<file path="config.mk">
export PLATFORM = sky130hd
export DESIGN_NAME = multicycle_control
export DESIGN_NICKNAME = d
export VERILOG_FILES = /design/src/rtl/multicycle_control.sv
export SDC_FILE = /design/constraint.sdc
export NUM_CORES = 1
export LEC_CHECK = 0
export ABC_AREA = 1
export BUFFER_PORTS_ARGS = -buffer_cell sky130_fd_sc_hd__buf_2
export CORE_ASPECT_RATIO = 1.4
export CORE_UTILIZATION = 32
export CTS_CLUSTER_DIAMETER = 50
export CTS_CLUSTER_SIZE = 20
export DETAILED_ROUTE_END_ITERATION = 8
export MAX_ROUTING_LAYER = met4
export PLACE_DENSITY_LB_ADDON = 0.15
export SYNTH_ARGS = -nofsm -noshare
export SYNTH_HDL_FRONTEND = slang
export SYNTH_SLANG_ARGS = --single-unit
</file>
<file path="constraint.sdc">
create_clock -name CLK -period 2 [get_ports CLK]
set_input_delay 0.4 -clock CLK [delete_from_list [all_inputs] [get_ports CLK]]
set_output_delay 0.4 -clock CLK [all_outputs]
set_load 0.03 [all_outputs]
</file>
<file path="src/rtl/multicycle_control.sv">
// -----------------------------------------------------------------------------
// multicycle_control
// Multicycle RV32I control unit. Sequences FETCH/DECODE/EXEC/MEM/WB around a
// ready-handshake memory port and drives the multicycle datapath with the
// same control vector as the single-cycle main decoder, plus PCWrite, IRWrite
// and mem_req.
//
// Optional feature macro: ILLEGAL_TRAP_EN
//   defined   -> opcodes outside the decode table trap from DECODE, illegal=1
//   undefined -> unknown opcodes follow the R-type path, illegal tied 0
//
// Parameters
//   ALUOP_W      ALUOp width (>=3), upper bits zero-extended
//   MEM_TIMEOUT  wait cycles on mem_ready before bus error (0 = no timeout)
//
// Ports
//   CLK, RST_n        clock (rising edge), async active-low reset
//   en                0 freezes state/counter and forces all strobes low
//   opcode            inst[6:0] from memory read data, sampled on FETCH+ready
//   mem_ready         memory completes the current request this cycle
//   mem_req           memory request (FETCH, MEM)
//   IRWrite, PCWrite  instruction-register / PC update strobes
//   Branch, MemRead, MemWrite, RegWrite    strobes
//   MemtoReg, ALUSrc, Jal, Jalr, ALUOp, AuipcLui  registered decode fields
//   state_o           FETCH=0 DECODE=1 EXEC=2 MEM=3 WB=4 TRAP=7
//   bus_err, illegal  sticky error flags
// -----------------------------------------------------------------------------
//  state  | meaning
//  FETCH  | request instruction, capture opcode on mem_ready
//  DECODE | register decode fields from captured opcode
//  EXEC   | branch resolves here; loads/stores go to MEM, rest to WB
//  MEM    | data access, wait for mem_ready
//  WB     | register write-back and PC update
//  TRAP   | bus timeout or illegal opcode; left only through reset
// -----------------------------------------------------------------------------
module multicycle_control #(
    parameter int ALUOP_W     = 3,
    parameter int MEM_TIMEOUT = 16
) (
    input  logic               CLK,
    input  logic               RST_n,
    input  logic               en,
    input  logic [6:0]         opcode,
    input  logic               mem_ready,
    output logic               mem_req,
    output logic               IRWrite,
    output logic               PCWrite,
    output logic               Branch,
    output logic               MemRead,
    output logic               MemWrite,
    output logic               RegWrite,
    output logic               MemtoReg,
    output logic               ALUSrc,
    output logic               Jal,
    output logic               Jalr,
    output logic [ALUOP_W-1:0] ALUOp,
    output logic [1:0]         AuipcLui,
    output logic [2:0]         state_o,
    output logic               bus_err,
    output logic               illegal
);

    localparam int CNT_W = (MEM_TIMEOUT > 1) ? $clog2(MEM_TIMEOUT + 1) : 1;

    localparam logic [6:0] OP_R     = 7'b0110011;
    localparam logic [6:0] OP_I     = 7'b0010011;
    localparam logic [6:0] OP_B     = 7'b1100011;
    localparam logic [6:0] OP_SW    = 7'b0100011;
    localparam logic [6:0] OP_AUIPC = 7'b0010111;
    localparam logic [6:0] OP_LUI   = 7'b0110111;
    localparam logic [6:0] OP_JAL   = 7'b1101111;
    localparam logic [6:0] OP_JALR  = 7'b1100111;
    localparam logic [6:0] OP_LW    = 7'b0000011;

    typedef enum logic [2:0] {
        FETCH  = 3'd0,
        DECODE = 3'd1,
        EXEC   = 3'd2,
        MEM    = 3'd3,
        WB     = 3'd4,
        TRAP   = 3'd7
    } state_t;

    state_t     state, state_nxt;
    logic [6:0] opcode_q;
    logic [CNT_W-1:0] wait_cnt;

    logic       ir_load;
    logic       cnt_inc;
    logic       set_bus_err;
    logic       timeout_hit;

    logic [2:0] dec_aluop;
    logic [1:0] dec_auipclui;
    logic       dec_alusrc, dec_memtoreg, dec_jal, dec_jalr;
    logic       is_b, is_lw, is_sw;

    assign state_o = state;
    assign is_b    = (opcode_q == OP_B);
    assign is_lw   = (opcode_q == OP_LW);
    assign is_sw   = (opcode_q == OP_SW);

    // The limit cycle only traps when mem_ready is low; a late ready still wins.
    assign timeout_hit = (MEM_TIMEOUT > 0) && (wait_cnt == CNT_W'(MEM_TIMEOUT));

    // Decode table; R-type and unknown opcodes share the default row.
    always_comb begin
        dec_aluop    = 3'b000;
        dec_alusrc   = 1'b0;
        dec_memtoreg = 1'b0;
        dec_auipclui = 2'b10;
        dec_jal      = 1'b0;
        dec_jalr     = 1'b0;
        case (opcode_q)
            OP_I:     begin dec_aluop = 3'b001; dec_alusrc = 1'b1; end
            OP_B:     begin dec_aluop = 3'b010; end
            OP_SW:    begin dec_aluop = 3'b011; dec_alusrc = 1'b1; end
            OP_AUIPC: begin dec_aluop = 3'b100; dec_alusrc = 1'b1; dec_auipclui = 2'b00; end
            OP_LUI:   begin dec_aluop = 3'b100; dec_alusrc = 1'b1; dec_auipclui = 2'b01; end
            OP_JAL:   begin dec_aluop = 3'b101; dec_alusrc = 1'b1; dec_jal = 1'b1; end
            OP_JALR:  begin dec_aluop = 3'b101; dec_alusrc = 1'b1; dec_jal = 1'b1; dec_jalr = 1'b1; end
            OP_LW:    begin dec_aluop = 3'b110; dec_alusrc = 1'b1; dec_memtoreg = 1'b1; end
            default:  ;
        endcase
    end

`ifdef ILLEGAL_TRAP_EN
    logic is_legal;
    logic set_illegal;

    assign is_legal = opcode_q inside {OP_R, OP_I, OP_B, OP_SW, OP_AUIPC,
                                       OP_LUI, OP_JAL, OP_JALR, OP_LW};

    always_ff @(posedge CLK or negedge RST_n) begin
        if (!RST_n) begin
            illegal <= 1'b0;
        end else if (en && set_illegal) begin
            illegal <= 1'b1;
        end
    end
`else
    assign illegal = 1'b0;
`endif

    always_ff @(posedge CLK or negedge RST_n) begin
        if (!RST_n) begin
            state <= FETCH;
        end else if (en) begin
            state <= state_nxt;
        end
    end

    always_comb begin
        state_nxt   = state;
        mem_req     = 1'b0;
        IRWrite     = 1'b0;
        PCWrite     = 1'b0;
        Branch      = 1'b0;
        MemRead     = 1'b0;
        MemWrite    = 1'b0;
        RegWrite    = 1'b0;
        ir_load     = 1'b0;
        cnt_inc     = 1'b0;
        set_bus_err = 1'b0;
`ifdef ILLEGAL_TRAP_EN
        set_illegal = 1'b0;
`endif
        if (en) begin
            case (state)
                FETCH: begin
                    mem_req = 1'b1;
                    MemRead = 1'b1;
                    if (mem_ready) begin
                        IRWrite   = 1'b1;
                        ir_load   = 1'b1;
                        state_nxt = DECODE;
                    end else if (timeout_hit) begin
                        set_bus_err = 1'b1;
                        state_nxt   = TRAP;
                    end else begin
                        cnt_inc = 1'b1;
                    end
                end
                DECODE: begin
`ifdef ILLEGAL_TRAP_EN
                    if (!is_legal) begin
                        set_illegal = 1'b1;
                        state_nxt   = TRAP;
                    end else begin
                        state_nxt = EXEC;
                    end
`else
                    state_nxt = EXEC;
`endif
                end
                EXEC: begin
                    if (is_b) begin
                        Branch    = 1'b1;
                        PCWrite   = 1'b1;
                        state_nxt = FETCH;
                    end else if (is_lw || is_sw) begin
                        state_nxt = MEM;
                    end else begin
                        state_nxt = WB;
                    end
                end
                MEM: begin
                    mem_req  = 1'b1;
                    MemRead  = is_lw;
                    MemWrite = is_sw;
                    if (mem_ready) begin
                        if (is_sw) begin
                            PCWrite   = 1'b1;
                            state_nxt = FETCH;
                        end else begin
                            state_nxt = WB;
                        end
                    end else if (timeout_hit) begin
                        set_bus_err = 1'b1;
                        state_nxt   = TRAP;
                    end else begin
                        cnt_inc = 1'b1;
                    end
                end
                WB: begin
                    RegWrite  = 1'b1;
                    PCWrite   = 1'b1;
                    state_nxt = FETCH;
                end
                TRAP:    ;
                default: state_nxt = FETCH;
            endcase
        end
    end

    always_ff @(posedge CLK or negedge RST_n) begin
        if (!RST_n) begin
            opcode_q <= '0;
            wait_cnt <= '0;
            ALUOp    <= '0;
            ALUSrc   <= 1'b0;
            MemtoReg <= 1'b0;
            AuipcLui <= 2'b10;
            Jal      <= 1'b0;
            Jalr     <= 1'b0;
            bus_err  <= 1'b0;
        end else if (en) begin
            if (state_nxt != state) begin
                wait_cnt <= '0;
            end else if (cnt_inc) begin
                wait_cnt <= wait_cnt + CNT_W'(1);
            end
            if (ir_load) begin
                opcode_q <= opcode;
            end
            if (state == DECODE) begin
                ALUOp    <= ALUOP_W'(dec_aluop);
                ALUSrc   <= dec_alusrc;
                MemtoReg <= dec_memtoreg;
                AuipcLui <= dec_auipclui;
                Jal      <= dec_jal;
                Jalr     <= dec_jalr;
            end
            if (set_bus_err) begin
                bus_err <= 1'b1;
            end
        end
    end

endmodule
</file>
==> results.txt <==
----------------------------------------------------
[Global route]
  Met3 layer usage reported by global route ... 2.02%
  Via count of the first global-routing pass ... 1421
  Initial antenna violation count ... 0
  Met2 usage in global routing ... 28.1%
  First-pass GRT wire length ... 6320 um
  Met1 capacity usage during global routing ... 19.5%
  Pin count of the biggest net entering global routing ... 26
  Final global-route overflow total ... 0
  GRT Max-Usage Layer ... met2
  Global-route usage over all layers ... 16.8%

[Status]
  Status ... finished with violations
  Violations in the final reports ... setup timing

[Floorplan]
  Count of boundary I/O pins ... 32
  Core Footprint ... 4570 um^2
  Number of standard-cell rows in the floorplan ... 29
  Initial Utilization ... 33.5%
  Area of the die ... 5070 um^2
  Die height ... 83.9 um
  Die X ... 60.5 um

[STA]
  Post-route setup slack ... -0.0266 ns
  Worst setup skew after layout ... 0.00499 ns
  Relative slew slack ... 61.7%
  Maximum clock frequency ... 493 MHz
  Transition at the pin with the smallest max-transition slack ... 0.574 ns
  RSZ-0062 raised after global routing ... yes
  Final Setup Violations ... 1
  Final period demand of the worst path ... 2.03 ns
  Count of final max-slew check failures ... 0
  Share of the clock period used by the worst path after layout ... 101%
  Count of endpoints failing hold in the final timing report ... 0

[Routing]
  Iteration-0 DRC Markers ... 37
  Post-route antenna net violation count ... 0
  Vias ... 1488
  Avg Vias per Cell ... 4.91
  Total wire length ... 3840 um
  Remaining DRCs ... 0
  Wire per inst ... 12.7 um
  Drt pass-1 iters ... 4

[Logic synthesis]
  Post-synthesis sequential area ratio ... 40.9%
  Top cell type by total area after synthesis ... dfrtp_1
  Syn_nets ... 214
  Cells after synthesis ... 201
  Synth cell types ... 32
  Asr flop ratio synth ... 100%
  Top_reg_cell synth ... dfrtp_1
  Synthesized flop and latch total ... 25
  Total of warnings raised by yosys ... 0
  Top cells by area in the synthesized netlist ... dfrtp_1, nand2_1, inv_1
  Mean post-synth cell area ... 7.62 um^2
  Top-area cell type share of the netlist area ... 39.2%
  Post-synthesis instance area ... 1530 um^2
  Count of flip-flops with a built-in enable after synthesis ... 0

[Critical path]
  CP Launch Type ... flop
  Worst reg2reg setup slack ... 0.28 ns
  Critical Path Start ... state_o[0]$_DFFE_PN0P_
  Crit end category ... output port
  Req. time, crit path ... 1.60 ns
  Capture instance of the worst register-to-register path ... Jalr$_DFFE_PN0P_
  Worst reg2reg path depth ... 6
  Capturing instance or port of the critical path ... PCWrite
  Worst Setup Path Type ... reg2out
  Data arrival time of the worst path ... 1.63 ns
  Launch instance of the worst register-to-register path ... state_o[1]$_DFFE_PN0P_
  Worst-path fanout max ... 6

[Clocking]
  Clock H-tree levels ... 1
  Number of clock sinks seen by CTS ... 25
  Clk Tree Root Cell ... clkbuf_8
  Cts hold-fix bufs ... 0
  Clock tree from TritonCTS ... built
  Clock-pin transition on the worst setup and hold timing paths ... 0.09 ns
  Total CTS buffers ... 3
  Deepest clock path buffer count ... 2
  Clock latency on the worst-skew pair ... 0.27 ns

[Cells and area]
  Inserted Diodes ... 0
  Share of the core filled with cells ... 42.1%
  Layout cell share with drive strength beyond 1 ... 32.4%
  Area growth from synthesis to layout ... 25.6%
  Post-layout net count ... 255

[Worst hold path]
  Worst Hold Class ... in2async

[Power]
  PwrDens ... 1290 nW/um^2
  Cell leakage power ... 0.00101 uW
  IR Drop Worst-Case VDD ... 0.000511 V
  Overall power after layout ... 2480 uW

[Placement]
  Routability-driven placement congestion ratio ... 0.848
  HPWL after detailed placement ... 2940 um
  I/O Buffers ... 30

[Flow run]
  Maxcap violations ... 0

----------------------------------------------------
[sequential cells by signal, indices dropped and copies added, names as in the netlist]
register / count
Jalr: 1
Jal: 1
wait_cnt: 5
bus_err: 1
AuipcLui: 2
opcode_q: 7
ALUOp: 3
MemtoReg: 1
ALUSrc: 1
state_o: 3
[metrics by stage]
step                setup slack (ns)  setup TNS, ns  area (um^2)  cells  hold slack (ns)
finish                       -0.0266        -0.0266         1920    303            0.116
global route                  -0.168         -0.347         1920    303            0.167
CTS                          -0.0395        -0.0395         1860    297            0.146
detailed placement             0.133              0         1770    291            0.441
global placement               0.124              0         1770    291            0.443
floorplan                     0.0231              0         1560    201            0.104
[how the worst min path moves through the flow]
stage	end	slack, ns	cells after the start
after floorplan	ALUOp[0]$_DFFE_PN0P_	0.10	0
after global placement	state_o[0]$_DFFE_PN0P_	0.44	1
after detailed placement	state_o[2]$_DFFE_PN0P_	0.44	1
after CTS	wait_cnt[3]$_DFFE_PN0P_	0.15	1
after global routing	wait_cnt[3]$_DFFE_PN0P_	0.17	1
final	wait_cnt[3]$_DFFE_PN0P_	0.12	1
[placed cells by master, fill, tap and decap left out, types with 2 or more instances in the layout]
| master | n |
|---|---|
| a21oi_1 | 6 |
| buf_2 | 26 |
| buf_4 | 14 |
| clkbuf_8 | 3 |
| dfrtp_1 | 21 |
| dfrtp_2 | 3 |
| ha_1 | 2 |
| inv_1 | 20 |
| inv_2 | 4 |
| nand2_1 | 52 |
| nand2_2 | 7 |
| nand3_1 | 14 |
| nand3_2 | 4 |
| nand4_1 | 12 |
| nor2_1 | 10 |
| nor2_2 | 4 |
| nor3_1 | 4 |
| nor3_2 | 2 |
| o21ai_0 | 12 |
| xor2_1 | 2 |
[synth_stat cells (4+ instances only)]
library cell   n
inv_1         21
nand4_1       12
inv_2          4
nand3_2        4
nor3_1         6
o21ai_0       12
dfrtp_1       24
nor2_1        13
nand2_2        6
nand3_1       15
nand2_1       53
a21oi_1        6
[worst max-delay path: stages (launching register included)]
cell and delay (ns):
dfrtp_2 0.47, nor3_4 0.20, inv_2 0.08, nor4_4 0.24, nor2_2 0.08, o31ai_2 0.07
buf_4 0.21
[cells by family after synthesis]
logic type                 Yosys count  share of synthesized area, %
buffers and inverters               31                          8.82
other                                1                         0.245
and+or+nand+nor                    115                          37.7
adders and majority gates            2                          1.63
AOI/OAI and AO/OA                   24                          8.99
xor gates and xnor gates             3                          1.72
DFF                                 25                          40.9
[where the power goes]
| group | switching [uW] | leakage [uW] | internal [uW] |
|---|---|---|---|
| combinational | 913 | 0.000669 | 454 |
| sequential | 139 | 0.000322 | 668 |
| clock | 166 | 0.0000228 | 143 |
| total | 1220 | 0.00101 | 1260 |
[routing by layer]
| layer | part of all wire, % | up-vias |
|---|---|---|
| li1 | - | 738 |
| met1 | 41 | 696 |
| met2 | 53 | 44 |
| met3 | 3.8 | 10 |
| met4 | 2.3 | 0 |
| met5 | 0 | - |
[timing repair]
item	CTS	global route
endpoints found under the setup margin	4	5
pin swaps	0	3
gates cloned	0	0
resized for setup	10	7
endpoints found under the hold margin	0	0
buffers inserted	2	6
[area by class of cell]
| class | count | area, um^2 |
|---|---|---|
| fillers | 512 | 2650 |
| multi-input cells | 145 | 822 |
| flip-flops and latches | 25 | 631 |
| repair buffers | 41 | 246 |
| inverters | 26 | 101 |
| well taps | 62 | 77.6 |
| clock buffers | 4 | 45.0 |
Power figures use the tool's default switching activity.
